File: config.mk
export PLATFORM = sky130hd
export DESIGN_NAME = pipe_fd_regs_flat
export DESIGN_NICKNAME = d
export VERILOG_FILES = /design/src/rtl/rv32_pipe_pkg.sv /design/src/rtl/pipe_fd_regs_if.sv /design/src/rtl/pipe_reg.sv /design/src/rtl/pipe_fd_regs.sv /design/src/flat_wrapper.sv
export SDC_FILE = /design/constraint.sdc
export NUM_CORES = 1
export LEC_CHECK = 0
export BUFFER_PORTS_ARGS = -buffer_cell sky130_fd_sc_hd__buf_2
export CORE_AREA = 2 2 196 198
export CTS_CLUSTER_SIZE = 10
export DETAILED_ROUTE_END_ITERATION = 10
export DIE_AREA = 0 0 198 200
export PLACE_DENSITY = 0.65
export SETUP_SLACK_MARGIN = 0.2
export SYNTH_ARGS = -nofsm -noshare
export SYNTH_HDL_FRONTEND = slang
export SYNTH_SLANG_ARGS = --single-unit
File: constraint.sdc
create_clock -name clk -period 16.9 [get_ports clk]
set_input_delay 1.69 -clock clk [delete_from_list [all_inputs] [get_ports clk]]
set_output_delay 1.69 -clock clk [all_outputs]
set_load 0.02 [all_outputs]
File: src/rtl/rv32_pipe_pkg.sv
// Shared constants and pipeline-register payload types for the RV32I fetch/decode/execute register slice.
package rv32_pipe_pkg;

   localparam int unsigned XLEN   = 32;
   localparam int unsigned REG_W  = 5;
   localparam int unsigned CTRL_W = 10;

   localparam logic [XLEN-1:0] NOP_INSTR_DEF = 32'h0000_0013;
   localparam logic [XLEN-1:0] RESET_PC_DEF  = 32'h0000_0000;

   // Control bundle, MSB first: RegWrite is bit 9 and ALUSrc is bit 0.
   typedef struct packed {
      logic       reg_write;
      logic [1:0] result_src;
      logic       mem_write;
      logic       jump;
      logic       branch;
      logic [2:0] alu_control;
      logic       alu_src;
   } ctrl_t;

   typedef struct packed {
      logic [XLEN-1:0] instr;
      logic [XLEN-1:0] pc;
      logic [XLEN-1:0] pc_plus4;
      logic            valid;
   } ifid_t;

   typedef struct packed {
      ctrl_t            ctrl;
      logic [XLEN-1:0]  rd1;
      logic [XLEN-1:0]  rd2;
      logic [XLEN-1:0]  imm;
      logic [XLEN-1:0]  pc;
      logic [XLEN-1:0]  pc_plus4;
      logic [REG_W-1:0] rs1;
      logic [REG_W-1:0] rs2;
      logic [REG_W-1:0] rd;
      logic             valid;
   } idex_t;

   function automatic logic [XLEN-1:0] pc_inc(input logic [XLEN-1:0] pc);
      return pc + XLEN'(4);
   endfunction

endpackage

File: src/rtl/pipe_fd_regs_if.sv
// Hazard-control, fetch/decode and execute-side signals of pipe_fd_regs.
// The perf-counter outputs exist only when PIPE_PERF_CNT_EN is defined.
interface pipe_fd_regs_if;
   import rv32_pipe_pkg::*;

   logic                StallF;
   logic                StallD;
   logic                FlushD;
   logic                FlushE;
   logic                PCSrcE;
   logic [XLEN-1:0]     PCTargetE;
   logic [XLEN-1:0]     InstrF;
   logic [XLEN-1:0]     PCF;
   logic [XLEN-1:0]     InstrD;
   logic [XLEN-1:0]     PCD;
   logic [XLEN-1:0]     PCPlus4D;
   logic                ValidD;
   logic [CTRL_W-1:0]   CtrlD;
   logic [XLEN-1:0]     RD1D;
   logic [XLEN-1:0]     RD2D;
   logic [XLEN-1:0]     ImmExtD;
   logic [REG_W-1:0]    Rs1D;
   logic [REG_W-1:0]    Rs2D;
   logic [REG_W-1:0]    RdD;
   logic [CTRL_W-1:0]   CtrlE;
   logic [XLEN-1:0]     RD1E;
   logic [XLEN-1:0]     RD2E;
   logic [XLEN-1:0]     ImmExtE;
   logic [XLEN-1:0]     PCE;
   logic [XLEN-1:0]     PCPlus4E;
   logic [REG_W-1:0]    Rs1E;
   logic [REG_W-1:0]    Rs2E;
   logic [REG_W-1:0]    RdE;
   logic                ValidE;
`ifdef PIPE_PERF_CNT_EN
   logic [XLEN-1:0]     stall_cnt;
   logic [XLEN-1:0]     flush_cnt;
   logic [XLEN-1:0]     retire_cnt;
`endif

   modport master (
      output StallF, StallD, FlushD, FlushE, PCSrcE, PCTargetE, InstrF,
             CtrlD, RD1D, RD2D, ImmExtD, Rs1D, Rs2D, RdD,
      input  PCF, InstrD, PCD, PCPlus4D, ValidD,
             CtrlE, RD1E, RD2E, ImmExtE, PCE, PCPlus4E, Rs1E, Rs2E, RdE, ValidE
`ifdef PIPE_PERF_CNT_EN
      , input stall_cnt, flush_cnt, retire_cnt
`endif
   );

   modport slave (
      input  StallF, StallD, FlushD, FlushE, PCSrcE, PCTargetE, InstrF,
             CtrlD, RD1D, RD2D, ImmExtD, Rs1D, Rs2D, RdD,
      output PCF, InstrD, PCD, PCPlus4D, ValidD,
             CtrlE, RD1E, RD2E, ImmExtE, PCE, PCPlus4E, Rs1E, Rs2E, RdE, ValidE
`ifdef PIPE_PERF_CNT_EN
      , output stall_cnt, flush_cnt, retire_cnt
`endif
   );

endinterface

File: src/rtl/pipe_reg.sv
// Generic pipeline register: async reset to RST_VAL, synchronous clear to CLR_VAL (clear beats enable).
module pipe_reg #(
   parameter int unsigned  W       = 32,
   parameter logic [W-1:0] RST_VAL = '0,
   parameter logic [W-1:0] CLR_VAL = '0
) (
   input  logic         clk,
   input  logic         rst,
   input  logic         en,
   input  logic         clr,
   input  logic [W-1:0] d,
   output logic [W-1:0] q
);

   logic [W-1:0] state_d;
   logic [W-1:0] state_q;

   always_comb begin
      state_d = state_q;
      if (clr) begin
         state_d = CLR_VAL;
      end else if (en) begin
         state_d = d;
      end
   end

   always_ff @(posedge clk or posedge rst) begin
      if (rst) begin
         state_q <= RST_VAL;
      end else begin
         state_q <= state_d;
      end
   end

   assign q = state_q;

endmodule

File: src/rtl/pipe_fd_regs.sv
// PC, IF/ID and ID/EX registers driven by the hazard unit's stall/flush controls.
// Optional perf counters (stall/flush/retire) are built when PIPE_PERF_CNT_EN is defined.
module pipe_fd_regs
   import rv32_pipe_pkg::*;
#(
   parameter logic [XLEN-1:0] RESET_PC  = RESET_PC_DEF,
   parameter logic [XLEN-1:0] NOP_INSTR = NOP_INSTR_DEF
) (
   input  logic          clk,
   input  logic          rst,
   pipe_fd_regs_if.slave bus
);

   localparam ifid_t IFID_IDLE = '{instr: NOP_INSTR, pc: '0, pc_plus4: '0, valid: 1'b0};

   logic [XLEN-1:0] pc_d;
   logic [XLEN-1:0] pc_q;
   logic [XLEN-1:0] pc_plus4_f;
   logic            pc_en;
   ifid_t           ifid_d;
   ifid_t           ifid_q;
   idex_t           idex_d;
   idex_t           idex_q;

   // A redirect must land even while fetch is stalled.
   always_comb begin
      pc_plus4_f = pc_inc(pc_q);
      pc_d       = bus.PCSrcE ? bus.PCTargetE : pc_plus4_f;
      pc_en      = ~bus.StallF | bus.PCSrcE;
      ifid_d     = '{instr: bus.InstrF, pc: pc_q, pc_plus4: pc_plus4_f, valid: 1'b1};
      idex_d     = '{ctrl:     ctrl_t'(bus.CtrlD),
                     rd1:      bus.RD1D,
                     rd2:      bus.RD2D,
                     imm:      bus.ImmExtD,
                     pc:       ifid_q.pc,
                     pc_plus4: ifid_q.pc_plus4,
                     rs1:      bus.Rs1D,
                     rs2:      bus.Rs2D,
                     rd:       bus.RdD,
                     valid:    ifid_q.valid};
   end

   pipe_reg #(.W(XLEN), .RST_VAL(RESET_PC), .CLR_VAL(RESET_PC)) u_pc (
      .clk (clk),
      .rst (rst),
      .en  (pc_en),
      .clr (1'b0),
      .d   (pc_d),
      .q   (pc_q)
   );

   pipe_reg #(.W($bits(ifid_t)), .RST_VAL(IFID_IDLE), .CLR_VAL(IFID_IDLE)) u_ifid (
      .clk (clk),
      .rst (rst),
      .en  (~bus.StallD),
      .clr (bus.FlushD),
      .d   (ifid_d),
      .q   (ifid_q)
   );

   // A flushed ID/EX is all-zero, so ResultSrcE reads as "not a load".
   pipe_reg #(.W($bits(idex_t)), .RST_VAL('0), .CLR_VAL('0)) u_idex (
      .clk (clk),
      .rst (rst),
      .en  (1'b1),
      .clr (bus.FlushE),
      .d   (idex_d),
      .q   (idex_q)
   );

   assign bus.PCF      = pc_q;
   assign bus.InstrD   = ifid_q.instr;
   assign bus.PCD      = ifid_q.pc;
   assign bus.PCPlus4D = ifid_q.pc_plus4;
   assign bus.ValidD   = ifid_q.valid;
   assign bus.CtrlE    = idex_q.ctrl;
   assign bus.RD1E     = idex_q.rd1;
   assign bus.RD2E     = idex_q.rd2;
   assign bus.ImmExtE  = idex_q.imm;
   assign bus.PCE      = idex_q.pc;
   assign bus.PCPlus4E = idex_q.pc_plus4;
   assign bus.Rs1E     = idex_q.rs1;
   assign bus.Rs2E     = idex_q.rs2;
   assign bus.RdE      = idex_q.rd;
   assign bus.ValidE   = idex_q.valid;

`ifdef PIPE_PERF_CNT_EN
   logic [XLEN-1:0] stall_cnt_d;
   logic [XLEN-1:0] stall_cnt_q;
   logic [XLEN-1:0] flush_cnt_d;
   logic [XLEN-1:0] flush_cnt_q;
   logic [XLEN-1:0] retire_cnt_d;
   logic [XLEN-1:0] retire_cnt_q;

   // flush_cnt excludes load-use bubbles (FlushE with StallD) to count branch bubbles only.
   always_comb begin
      stall_cnt_d  = stall_cnt_q + XLEN'(bus.StallD);
      flush_cnt_d  = flush_cnt_q + XLEN'(bus.FlushE & ~bus.StallD);
      retire_cnt_d = retire_cnt_q + XLEN'(idex_q.valid);
   end

   always_ff @(posedge clk or posedge rst) begin
      if (rst) begin
         stall_cnt_q  <= '0;
         flush_cnt_q  <= '0;
         retire_cnt_q <= '0;
      end else begin
         stall_cnt_q  <= stall_cnt_d;
         flush_cnt_q  <= flush_cnt_d;
         retire_cnt_q <= retire_cnt_d;
      end
   end

   assign bus.stall_cnt  = stall_cnt_q;
   assign bus.flush_cnt  = flush_cnt_q;
   assign bus.retire_cnt = retire_cnt_q;
`endif

endmodule

File: src/flat_wrapper.sv
// flat-port wrapper written by rule: the top's interface ports become plain ports
module pipe_fd_regs_flat import rv32_pipe_pkg::*;
#(
   parameter logic [XLEN-1:0] RESET_PC  = RESET_PC_DEF,
   parameter logic [XLEN-1:0] NOP_INSTR = NOP_INSTR_DEF
)
  (clk, rst, bus_StallF, bus_StallD, bus_FlushD, bus_FlushE, bus_PCSrcE, bus_PCTargetE, bus_InstrF, bus_CtrlD, bus_RD1D, bus_RD2D, bus_ImmExtD, bus_Rs1D, bus_Rs2D, bus_RdD, bus_PCF, bus_InstrD, bus_PCD, bus_PCPlus4D, bus_ValidD, bus_CtrlE, bus_RD1E, bus_RD2E, bus_ImmExtE, bus_PCE, bus_PCPlus4E, bus_Rs1E, bus_Rs2E, bus_RdE, bus_ValidE);
  pipe_fd_regs_if bus_i ();
  input  logic clk;
  input  logic rst;
  input wire logic [$bits(bus_i.StallF)-1:0] bus_StallF;
  input wire logic [$bits(bus_i.StallD)-1:0] bus_StallD;
  input wire logic [$bits(bus_i.FlushD)-1:0] bus_FlushD;
  input wire logic [$bits(bus_i.FlushE)-1:0] bus_FlushE;
  input wire logic [$bits(bus_i.PCSrcE)-1:0] bus_PCSrcE;
  input wire logic [$bits(bus_i.PCTargetE)-1:0] bus_PCTargetE;
  input wire logic [$bits(bus_i.InstrF)-1:0] bus_InstrF;
  input wire logic [$bits(bus_i.CtrlD)-1:0] bus_CtrlD;
  input wire logic [$bits(bus_i.RD1D)-1:0] bus_RD1D;
  input wire logic [$bits(bus_i.RD2D)-1:0] bus_RD2D;
  input wire logic [$bits(bus_i.ImmExtD)-1:0] bus_ImmExtD;
  input wire logic [$bits(bus_i.Rs1D)-1:0] bus_Rs1D;
  input wire logic [$bits(bus_i.Rs2D)-1:0] bus_Rs2D;
  input wire logic [$bits(bus_i.RdD)-1:0] bus_RdD;
  output wire logic [$bits(bus_i.PCF)-1:0] bus_PCF;
  output wire logic [$bits(bus_i.InstrD)-1:0] bus_InstrD;
  output wire logic [$bits(bus_i.PCD)-1:0] bus_PCD;
  output wire logic [$bits(bus_i.PCPlus4D)-1:0] bus_PCPlus4D;
  output wire logic [$bits(bus_i.ValidD)-1:0] bus_ValidD;
  output wire logic [$bits(bus_i.CtrlE)-1:0] bus_CtrlE;
  output wire logic [$bits(bus_i.RD1E)-1:0] bus_RD1E;
  output wire logic [$bits(bus_i.RD2E)-1:0] bus_RD2E;
  output wire logic [$bits(bus_i.ImmExtE)-1:0] bus_ImmExtE;
  output wire logic [$bits(bus_i.PCE)-1:0] bus_PCE;
  output wire logic [$bits(bus_i.PCPlus4E)-1:0] bus_PCPlus4E;
  output wire logic [$bits(bus_i.Rs1E)-1:0] bus_Rs1E;
  output wire logic [$bits(bus_i.Rs2E)-1:0] bus_Rs2E;
  output wire logic [$bits(bus_i.RdE)-1:0] bus_RdE;
  output wire logic [$bits(bus_i.ValidE)-1:0] bus_ValidE;
  assign bus_i.StallF = bus_StallF;
  assign bus_i.StallD = bus_StallD;
  assign bus_i.FlushD = bus_FlushD;
  assign bus_i.FlushE = bus_FlushE;
  assign bus_i.PCSrcE = bus_PCSrcE;
  assign bus_i.PCTargetE = bus_PCTargetE;
  assign bus_i.InstrF = bus_InstrF;
  assign bus_i.CtrlD = bus_CtrlD;
  assign bus_i.RD1D = bus_RD1D;
  assign bus_i.RD2D = bus_RD2D;
  assign bus_i.ImmExtD = bus_ImmExtD;
  assign bus_i.Rs1D = bus_Rs1D;
  assign bus_i.Rs2D = bus_Rs2D;
  assign bus_i.RdD = bus_RdD;
  assign bus_PCF = bus_i.PCF;
  assign bus_InstrD = bus_i.InstrD;
  assign bus_PCD = bus_i.PCD;
  assign bus_PCPlus4D = bus_i.PCPlus4D;
  assign bus_ValidD = bus_i.ValidD;
  assign bus_CtrlE = bus_i.CtrlE;
  assign bus_RD1E = bus_i.RD1E;
  assign bus_RD2E = bus_i.RD2E;
  assign bus_ImmExtE = bus_i.ImmExtE;
  assign bus_PCE = bus_i.PCE;
  assign bus_PCPlus4E = bus_i.PCPlus4E;
  assign bus_Rs1E = bus_i.Rs1E;
  assign bus_Rs2E = bus_i.Rs2E;
  assign bus_RdE = bus_i.RdE;
  assign bus_ValidE = bus_i.ValidE;
  pipe_fd_regs #(.RESET_PC(RESET_PC), .NOP_INSTR(NOP_INSTR)) u_core (.clk(clk), .rst(rst), .bus(bus_i));
endmodule
; ---- After elaboration in Yosys (flattened, before gate mapping)
; Index checks and enable logic that the tools add are counted.
[totals]
rom_bits = 0
in_bits = 192
output_inout_bits = 315
word_cells = 11
register_bits = 315
mem_count = 0
ramBits = 0
latch_bits = 0
[op_classes]
multipliers = 0
reduce_logical = 0
order_cmp = 0
eq_ne = 1
bitwise = 2
n_shift = 0
div = 0
n_addsub = 1
n_mux = 4
[op_table]
columns = operator, count
row1 = 97-bit two-way mux, 2
row2 = 186-bit two-way mux, 1
row3 = 32-bit by 3-bit adder with 32-bit output (second input constant), 1
row4 = 32-bit two-way mux, 1
row5 = 2-bit by 1-bit inequality test with 1-bit output (second input constant), 1
row6 = 1-bit inverter, 1
row7 = 1-bit OR, 1

; ---- Depth between registers and ports, before layout
; Gate-level depths: netlist of run 1.
[logic_depth]
depth_word = 3
depth_mapped = 7
depth_no_buf = 5

; ---- Cells and area by module
; A second synthesis of run 1 with hierarchy kept.
[unflattened]
cells_unflattened = 1193
area_unflattened_um2 = 13967.1
[modules_own_cells]
columns = mod, seq_area_each_um2, area_per_inst_um2, cells_each, n_inst
row1 = pipe_reg (u_core.u_idex), 4654.5, 7586.0, 601, 1
row2 = pipe_reg (u_core.u_ifid), 2431.1, 3933.8, 314, 1
row3 = pipe_reg (u_core.u_pc), 800.8, 1327.5, 104, 1
row4 = pipe_fd_regs, 0.0, 1119.8, 174, 1

; ---- Least setup slack after synthesis of run 1
; OpenSTA, ideal clock, no wires.
[synth_path]
path_type = in2reg
start = input port bus_StallF
end = register u_core.u_pc.state_q[29] (netlist: u_core.u_pc.q[29])
required_time_ns = 16.818
path_slack_ns = 13.873
n_path_buf = 1
setup_ns = 0.082
path_stages = 4
arrival_time_ns = 2.946
cell_sequence = or4_1 buf_2 or4_1 a31oi_1
[synth_between]
elab_chain_len = 2
[synth_lines]
columns = element, line
row1 = start: declaration, flat_wrapper.sv:11  ; input wire logic [$bits(bus_i.StallF)-1:0] bus_StallF;
row2 = 1-bit inverter, pipe_fd_regs.sv:29  ; pc_en = ~bus.StallF | bus.PCSrcE;
row3 = 1-bit OR, pipe_fd_regs.sv:29
row4 = end signal: assignment, pipe_reg.sv:31  ; state_q <= state_d;
row5 = end: declaration, pipe_reg.sv:16  ; logic [W-1:0] state_q;
; No other way between the ends.
; A chain may end at the register's enable or synchronous reset.

==> flow_summary.ini, run 1 <==
[status]
status = finished clean

[cells_and_area]
stdcell_count = 2017
final_nets = 1670
syn_to_final_growth_pct = 33.9
nFillCells = 3611
drive_above_1_share_pct = 38.6

[route]
avgRoutedWirePerCell_um = 18.5
ant_nets = 0
drc = 0
num_vias = 9136
drt_iter0_markers = 418
routed_wl_mm = 37.3
via_per_inst = 4.53
first_pass_iters = 4

[synthesis]
synth_edf_count = 0
synth_area_leaders = dfrtp_1 64%, nor2b_1 9.6%, mux2i_1 5.4%
yosysTopAreaCellShare_pct = 64.1
syn-cell-area_um2 = 12000
synthMostInstantiatedCell = dfrtp_1
syn_inst = 1001
synth_common_cells = 308 x dfrtp_1, 184 x nor2b_1, 108 x nor2_1
async_flop_share_pct = 100
yosysTopAreaCell = dfrtp_1
syn-num-nets = 1194
avgSynthCellArea_um2 = 12.0
ys_warn_count = 0
synth-main-ff-cell = dfrtp_1
ys_ff_latch = 311
synth_cell_types = 55
yosysSeqAreaShare_pct = 64.7

[sta]
slew_headroom_pct = 18.8
rsz0062_at_grt = false
finalHoldViolCount = 0
fmax_mhz = 295
setup_violations = 0
setup-tns-final_ns = 0
timing.final.ws_setup_ns = 13.51
skew_ns = 0.0178
period_needed_ns = 3.39
drv_slew = 0
post-route-period-util_pct = 20.1
max_slew.worst_pin.slew_ns = 1.22

[clocking]
cts_resized = 0
clk_latency_ns = 0.54
cts_tree = built
numCtsBuffers = 38
cts_hold_buf = 0
root_buffer = clkbuf_16
cts_max_level = 2
clkSinkCount = 311
postCtsSetupRepairBufs = 0
clockBufferDepth = 3
path_clk_slew_ns = 0.06

[setup_path]
cp_slowest_cell = buf_4
crit_arrival_ns = 3.96
cp.buffers_inverters = 4
end_kind = asynchronous set/reset pin
path_cells = buf_2, inv_8, buf_4, buf_4
start_kind = input pin
cp.required_ns = 17.47
cp_max_fo = 90
cp_top_family = buffers and inverters
cp_common_cell = buf_4
path_class = input pin to asynchronous set/reset pin
critPathMaxStageDelay_ns = 0.85

[placement]
place.gp.congestion = 0.785
dp_slack_ns = 12.81
port_buffers = 506
dp.cells = 1948
hpwl_mm = 26.4

[floorplan]
start_util_pct = 32.2
die_w_um = 198
die_h_um = 200
num_io_pins = 507
core-area_um2 = 37400
num_rows = 71
die_area_um2 = 39600

[global_route]
grt_max_degree = 111
grt_pass1_wl_mm = 54.8
grt_pass1_vias = 9024
track_usage_pct = 18.3
antenna_found_initial = 9
grt_overflow = 0

[power]
p_total_mw = 1.83
ir_drop_v = 0.0000690
p_leak_nw = 8.37
p_per_area_nw_per_um2 = 114

[job]
cap_violations = 0

[worst_hold_path]
hold_path.class = flop to flop
report_power, final:
part / switching [mW] / internal [mW] / total (mW)
registers: 0.0386 / 0.789 / 0.828
logic: 0.150 / 0.0851 / 0.235
clock network: 0.306 / 0.465 / 0.771
state kept, by name (all words and copies together), names as in the netlist:
| signal | cells |
|---|---|
| u_core.u_pc.q | 32 |
| u_core.u_ifid.q | 95 |
| u_core.u_idex.q | 184 |
tightest hold or removal path, stage by stage, from the launching register on:
cell and delay (ns):
dfrtp_1 0.33, inv_1 0.06, nor2_1 0.08
path summary, 6_finish.rpt:
check / start / to / slack, ns / cells after the start
worst max-delay path: rst / u_core.u_ifid.q[92] / 13.51 / 4
worst min-delay path: u_core.u_ifid.q[20] / u_core.u_idex.q[35] / 0.51 / 2
worst max register to register: u_core.u_pc.q[2] / u_core.u_ifid.q[29] / 14.09 / 5
worst min register to register: u_core.u_ifid.q[20] / u_core.u_idex.q[35] / 0.51 / 2
max in group clk: u_core.u_pc.q[15] / bus_PCF[15] / 13.77 / 1
min in group asynchronous: rst / u_core.u_idex.q[8] / 1.24 / 2
kinds of logic after synthesis:
group | after synthesis | synth area share (%)
mux | 67 | 5.59
flops | 311 | 64.7
buf+inv | 91 | 3.31
fa+ha+maj | 1 | 0.104
xor+xnor | 25 | 1.82
simple gates | 414 | 19.2
compound gates | 92 | 5.28
area by class of cell:
type | instances | area [µm²] | area share (%)
flip-flops and latches | 311 | 7790 | 48.3
multi-input cells | 599 | 3850 | 23.9
repair buffers | 514 | 2600 | 16.2
clock buffers | 60 | 1120 | 6.94
well taps | 511 | 639 | 3.97
inverters | 13 | 56.3 | 0.350
clock inverters | 2 | 37.5 | 0.233
diodes | 7 | 17.5 | 0.109
layer usage:
metal	up-vias	track usage, %	wire, µm	share of wire [%]
met5	-	0	20	0.054
met4	4	7.38	924	2.5
met3	60	6.17	3140	8.4
met2	318	30.5	18400	49
met1	4445	21.7	14800	40
li1	4309	-	-	-
metrics by stage:
step                      hold slack [ns]  utilization, %  instance area, µm²
after global placement              0.493            39.9               14900
after floorplan                     0.577               -               12000
after global routing                0.544            43.1               16100
after detailed placement            0.500            39.9               14900
after CTS                           0.513            43.0               16100
final                               0.510            43.1               16100
cells in the final DEF (no fill, tap or decap), types with 14 or more instances in the layout:
master and instances:
buf_2 503, dfrtp_1 308, nor2b_1 184, nor2_1 108, mux2i_1 65, clkbuf_16 41
nand2_1 34, o21ai_0 25, xnor2_1 18, clkbuf_1 17, nand4_1 16, a31oi_1 15
or4_1 14
(Power assumes the default switching activity.)
==> inputs of run 2 (changes only) <==
Settings changed: CORE_AREA 2 2 196 198 to 2 2 197 199, DIE_AREA 0 0 198 200 to 0 0 199 201, PLACE_DENSITY 0.65 to 0.67.
Clock period 16.9 ns to 2.9 ns, I/O delays scaled along.
==> run 2 against run 1 <==
  * Non-clock buffer count up 185
  * Routed wire length is 9.2% higher
  * Core utilization increased by 4.0 points
  * Combinational power grew to 6.9 times the previous value
  * Worst hold slack lost 0.48 ns
  * Critical path depth is the same
  * Via count increased by 10%
  * Sequential cell count unchanged
  * Global-route usage increased by 1.7 points
  * Largest cell class unchanged
  * Largest power group unchanged
  * Highest routed layer is now met4
==> flow_summary.ini, run 2 (same netlist as run 1, synthesis figures left out) <==
[global_route]
grt_pass1_vias = 10465
grt_overflow = 0
track_usage_pct = 20.0
grt_pass1_wl_mm = 61.2
grt_max_degree = 101
antenna_found_initial = 2

[setup_path]
critPathMaxStageDelay_ns = 0.71
crit_arrival_ns = 2.72
cp.required_ns = 3.31
cp_top_family = simple AND/OR/NAND/NOR gates
cp.buffers_inverters = 0
path_class = flop to flop
end_kind = flop
cp_max_fo = 10
critPathLaunch = u_core.u_pc.q[15]
timing.rr.start = u_core.u_pc.q[15]
start_kind = flop
cp_slowest_cell = nor4_2
path_cells = nand4_2, nor4_2, a211oi_1, a2111oi_0

[route]
num_vias = 10052
ant_nets = 0
avgRoutedWirePerCell_um = 18.5
routed_wl_mm = 40.7
drc = 0
first_pass_iters = 5
via_per_inst = 4.57
drt_iter0_markers = 599

[cells_and_area]
nFillCells = 3413
largest_reg_flops = 184
final_cell_mix = 503 x buf_2, 308 x dfrtp_1, 184 x nor2b_1
stdcell_count = 2199
drive_above_1_share_pct = 35.4
layout_commonest_cell = buf_2
syn_to_final_growth_pct = 49.1
ff_latch_area_um2 = 7790
final_nets = 1855
multi_input_area_um2 = 3850

[power]
ir_drop_v = 0.000395
p_leak_nw = 9.16
p_total_mw = 10.8
p_per_area_nw_per_um2 = 600
clkPwrFrac_pct = 40.1
pwr-share-seq_pct = 44.8
switching_share_pct = 26.9
internal_power_mw = 7.86
power_frac_comb_pct = 15.1
switchingPower_mw = 2.90

[job]
cap_violations = 0

[clocking]
cts_resized = 0
numCtsBuffers = 38
path_clk_slew_ns = 0.06
clkSinkCount = 311
clockBufferDepth = 3
cts_tree = built
cts_max_level = 2
root_buffer = clkbuf_16
clk_latency_ns = 0.54

[sta]
finalHoldViolCount = 0
skew_ns = 0.0120
drv_slew = 0
setup_violations = 0
rsz0062_at_grt = false
post-route-period-util_pct = 80.0
fmax_mhz = 431
hold_ws_ns = 0.0266
slew_headroom_pct = 55.7
period_needed_ns = 2.32
max_slew.worst_pin.slew_ns = 0.659

[worst_hold_path]
min_from = bus_InstrF[31]
hold_path.class = input pin to flop

[placement]
dp.cells = 1970
hpwl_mm = 27.8
place.gp.congestion = 0.869
port_buffers = 506

[status]
status = finished clean

[floorplan]
die_area_um2 = 40000
start_util_pct = 31.6
die_h_um = 201
num_rows = 72
core-area_um2 = 38100
die_w_um = 199
num_io_pins = 507
-- run 2: changes by cell type in the layout (fill, tap and decap cells not counted), sizes merged --
cell         delta
buf            +15
bufinv          -1
clkbuf          -5
clkinv          +2
diode           -5
dlygate4sd3   +170
inv             -1
-- run 2: cell type report --
cell class | count | area share, %
antenna | 2 | 0.0279
clock buffer | 55 | 6.12
clock inverter | 2 | 0.0558
inverter | 13 | 0.293
multi-input combinational | 599 | 21.5
sequential | 311 | 43.4
tap | 518 | 3.61
timing repair buffer | 699 | 25.0
-- run 2: worst reg2reg max path, cell delays in order (launching register included) --
cell	delay [ns]
dfrtp_1	0.59
nand4_2	0.35
nor4_2	0.71
a211oi_1	0.15
a2111oi_0	0.39
-- run 2: routing by layer --
layer  GRT usage (%)  part of all wire (%)  up-vias
li1                -                     -     4663
met1            22.8                    38     4909
met2            35.2                    51      395
met3            5.39                   7.3       85
met4            8.21                   3.3        0
met5               0                     0        -
-- run 2: worst paths after layout --
path                                        endpoint  slack (ns)  cells after the start
worst max-delay path             u_core.u_ifid.q[29]        0.58                      4
worst max register to register   u_core.u_ifid.q[29]        0.58                      4
worst min-delay path             u_core.u_ifid.q[96]        0.03                      3
max in group asynchronous        u_core.u_ifid.q[66]        1.58                      5
min in group asynchronous       u_core.u_idex.q[139]        0.40                      3
worst min register to register   u_core.u_ifid.q[74]        0.51                      2
-- run 2: through the flow --
| stage | instance area [µm²] | TNS, ns | setup WS [ns] | util [%] |
|---|---|---|---|---|
| global placement | 15100 | 0 | 0.655 | 39.7 |
| floorplan | 12000 | -472.01 | -1.53 | - |
| detailed placement | 15100 | 0 | 0.603 | 39.7 |
| finish | 17900 | 0 | 0.580 | 47.1 |
| global route | 17900 | 0 | 0.419 | 47.1 |
| CTS | 17900 | 0 | 0.587 | 47.1 |
-- run 2: what timing repair did --
action / CTS / global route
hold buffers: 170 / 0
buffers inserted: 0 / 0
endpoints found under the setup margin: 0 / 0
hold endpoints to repair: 187 / 0
-- run 2: power by group through the flow --
stage	Clock [mW]	Sequential (mW)	Combinational, mW
2_1_floorplan	0	5.14	0.556
3_3_place_gp	0	4.88	1.43
3_5_place_dp	0	4.89	1.44
4_1_cts	4.44	4.82	1.63
5_1_grt	4.60	4.86	1.75
6_report	4.32	4.82	1.62
==> inputs of run 3 (changes only) <==
Settings changed: ABC_AREA from default to 1, CORE_AREA 2 2 197 199 to 2 2 196 198, DIE_AREA 0 0 199 201 to 0 0 198 200, PLACE_DENSITY 0.67 to 0.65.
Clock period 2.9 ns to 2.3 ns, I/O delays scaled along.
==> run 3 against run 2 <==
  * Routed wire length up 4.5%
  * Synthesized cell count is 20% higher
  * First-iteration DRC count is 17% lower
  * Count of clock-buffer cells in the layout shrank 7
  * Global-route usage up 1.2 points
  * Register-to-register slack gained 0.02 ns
  * Critical path type unchanged
  * Critical endpoint is now u_core.u_ifid.q[16]
==> flow_summary.ini, run 3 <==
[status]
status = finished clean

[placement]
hpwl_mm = 29.2
dp_slack_ns = 0.578
port_buffers = 506
place.gp.congestion = 0.907

[synthesis]
synth_common_cells = 308 x dfrtp_1, 251 x inv_1, 212 x nor2_1
syn_inst = 1203
syn-num-nets = 1396
yosysSeqAreaShare_pct = 66.6
synth_cell_types = 28
avgSynthCellArea_um2 = 9.72
synth_edf_count = 0
ys_warn_count = 0
synth_area_leaders = dfrtp_1 66%, inv_1 8.1%, nor2_1 6.8%
synth-main-ff-cell = dfrtp_1
yosysTopAreaCellShare_pct = 65.9
syn-cell-area_um2 = 11700
synthMostInstantiatedCell = dfrtp_1
async_flop_share_pct = 100
yosysTopAreaCell = dfrtp_1
ys_ff_latch = 311

[setup_path]
cp.required_ns = 2.78
path_cells = nand2_1, nor2_1, nand2_1, nor2_4, xor2_1, nand2_1, nand2_1
cp_common_cell = nand2_1
start_kind = flop
critPathMaxStageDelay_ns = 0.48
path_class = flop to flop
end_kind = flop
cp_slowest_cell = dfrtp_1
crit_arrival_ns = 2.19
cp_top_family = simple AND/OR/NAND/NOR gates
cp.buffers_inverters = 0
cp_max_fo = 5

[global_route]
grt_max_degree = 102
track_usage_pct = 21.2
antenna_found_initial = 1
grt_pass1_vias = 11167
grt_overflow = 0
grt_pass1_wl_mm = 63.6

[sta]
drv_slew = 0
max_slew.worst_pin.slew_ns = 0.714
setup_violations = 0
timing.final.ws_setup_ns = 0.597
rsz0062_at_grt = false
slew_headroom_pct = 52.4
finalHoldViolCount = 0
period_needed_ns = 1.70
skew_ns = 0.0117
post-route-period-util_pct = 74.0
fmax_mhz = 587

[power]
ir_drop_v = 0.000510
p_per_area_nw_per_um2 = 761
p_leak_nw = 10.2
p_total_mw = 13.6

[route]
drc = 0
ant_nets = 0
num_vias = 10632
avgRoutedWirePerCell_um = 17.5
routed_wl_mm = 42.5
via_per_inst = 4.37
drt_iter0_markers = 496
first_pass_iters = 5

[floorplan]
num_io_pins = 507
core-area_um2 = 37400
die_h_um = 200
die_w_um = 198
num_rows = 71
start_util_pct = 31.3
die_area_um2 = 39600

[clocking]
root_buffer = clkbuf_16
clk_latency_ns = 0.55
clockBufferDepth = 3
cts_tree = built
clkSinkCount = 311
path_clk_slew_ns = 0.06
cts_max_level = 2
numCtsBuffers = 38

[cells_and_area]
ff_latch_area_um2 = 7790
largest_reg_flops = 184
multi_input_area_um2 = 2760
layout_commonest_cell = buf_2
final_nets = 2100
nFillCells = 3395
final_cell_mix = 505 x buf_2, 308 x dfrtp_1, 250 x inv_1
syn_to_final_growth_pct = 53.1
drive_above_1_share_pct = 31.5

[job]
cap_violations = 0

[worst_hold_path]
hold_path.class = input pin to flop
run 3: logic make-up after synthesis:
kind of cell             share of synthesized area, %
AND/OR/NAND/NOR                                  15.7
AO/OA/AOI/OAI                                    6.43
buffers and inverters                            9.98
flip-flops                                       66.6
XOR/XNOR                                         1.19
adder cells (fa/ha/maj)                         0.107
run 3: worst min-delay path, cell delays in order:
cell and delay (ns):
buf_2 0.07, nand2_1 0.04, o21ai_0 0.07, inv_1 0.07
nand2_1 0.06
run 3: path summary, 6_finish.rpt:
check                                         start                   end  slack (ns)  cells past startpoint
worst max-delay path              u_core.u_pc.q[14]   u_core.u_ifid.q[16]        0.60                      7
worst min-delay path              bus_PCTargetE[20]     u_core.u_pc.q[20]        0.04                      5
worst max register to register    u_core.u_pc.q[14]   u_core.u_ifid.q[16]        0.60                      7
worst min register to register  u_core.u_ifid.q[74]   u_core.u_ifid.q[74]        0.49                      1
max in group asynchronous                       rst   u_core.u_ifid.q[66]        1.24                      5
min in group asynchronous                       rst  u_core.u_idex.q[114]        0.22                      3
run 3: final cells by class:
type                            count  share of cell area [%]
Antenna cell                        1                  0.0140
Sequential cell                   311                    43.5
Inverter                          254                    5.34
Clock inverter                      7                   0.580
Timing Repair Buffer              715                    26.0
Tap cell                          511                    3.57
Multi-Input combinational cell    587                    15.4
Clock buffer                       48                    5.63
run 3: timing repair:
| action | in CTS | in global routing |
|---|---|---|
| hold buffers | 184 | 0 |
| hold endpoints to repair | 223 | 0 |
| buffers inserted | 0 | 0 |
| resized for setup | 0 | 0 |
| endpoints found under the setup margin | 0 | 0 |
run 3: through the flow:
step / area (µm²) / hold slack, ns / cells / utilization, % / setup TNS [ns]
floorplan: 11700 / 0.293 / 1203 / - / -639.95
global placement: 15000 / 0.226 / 2194 / 40.0 / 0
detailed placement: 15000 / 0.230 / 2194 / 40.0 / 0
CTS: 17900 / 0.00443 / 2433 / 47.9 / 0
global route: 17900 / 0.0637 / 2433 / 47.9 / 0
finish: 17900 / 0.0402 / 2434 / 47.9 / 0
run 3: metal layers:
| layer | track usage (%) | vias up | wire [µm] |
|---|---|---|---|
| li1 | - | 4980 | - |
| met1 | 25.2 | 5135 | 16900 |
| met2 | 36.3 | 428 | 20800 |
| met3 | 5.33 | 89 | 3220 |
| met4 | 9.91 | 0 | 1570 |
| met5 | 0 | - | 0 |
run 3: where the power goes:
part | total [mW] | internal, mW | leakage [nW] | switching (mW)
clock | 5.53 | 3.29 | 0.544 | 2.24
sequential | 6.02 | 5.80 | 4.07 | 0.223
combinational | 2.09 | 0.786 | 5.53 | 1.30
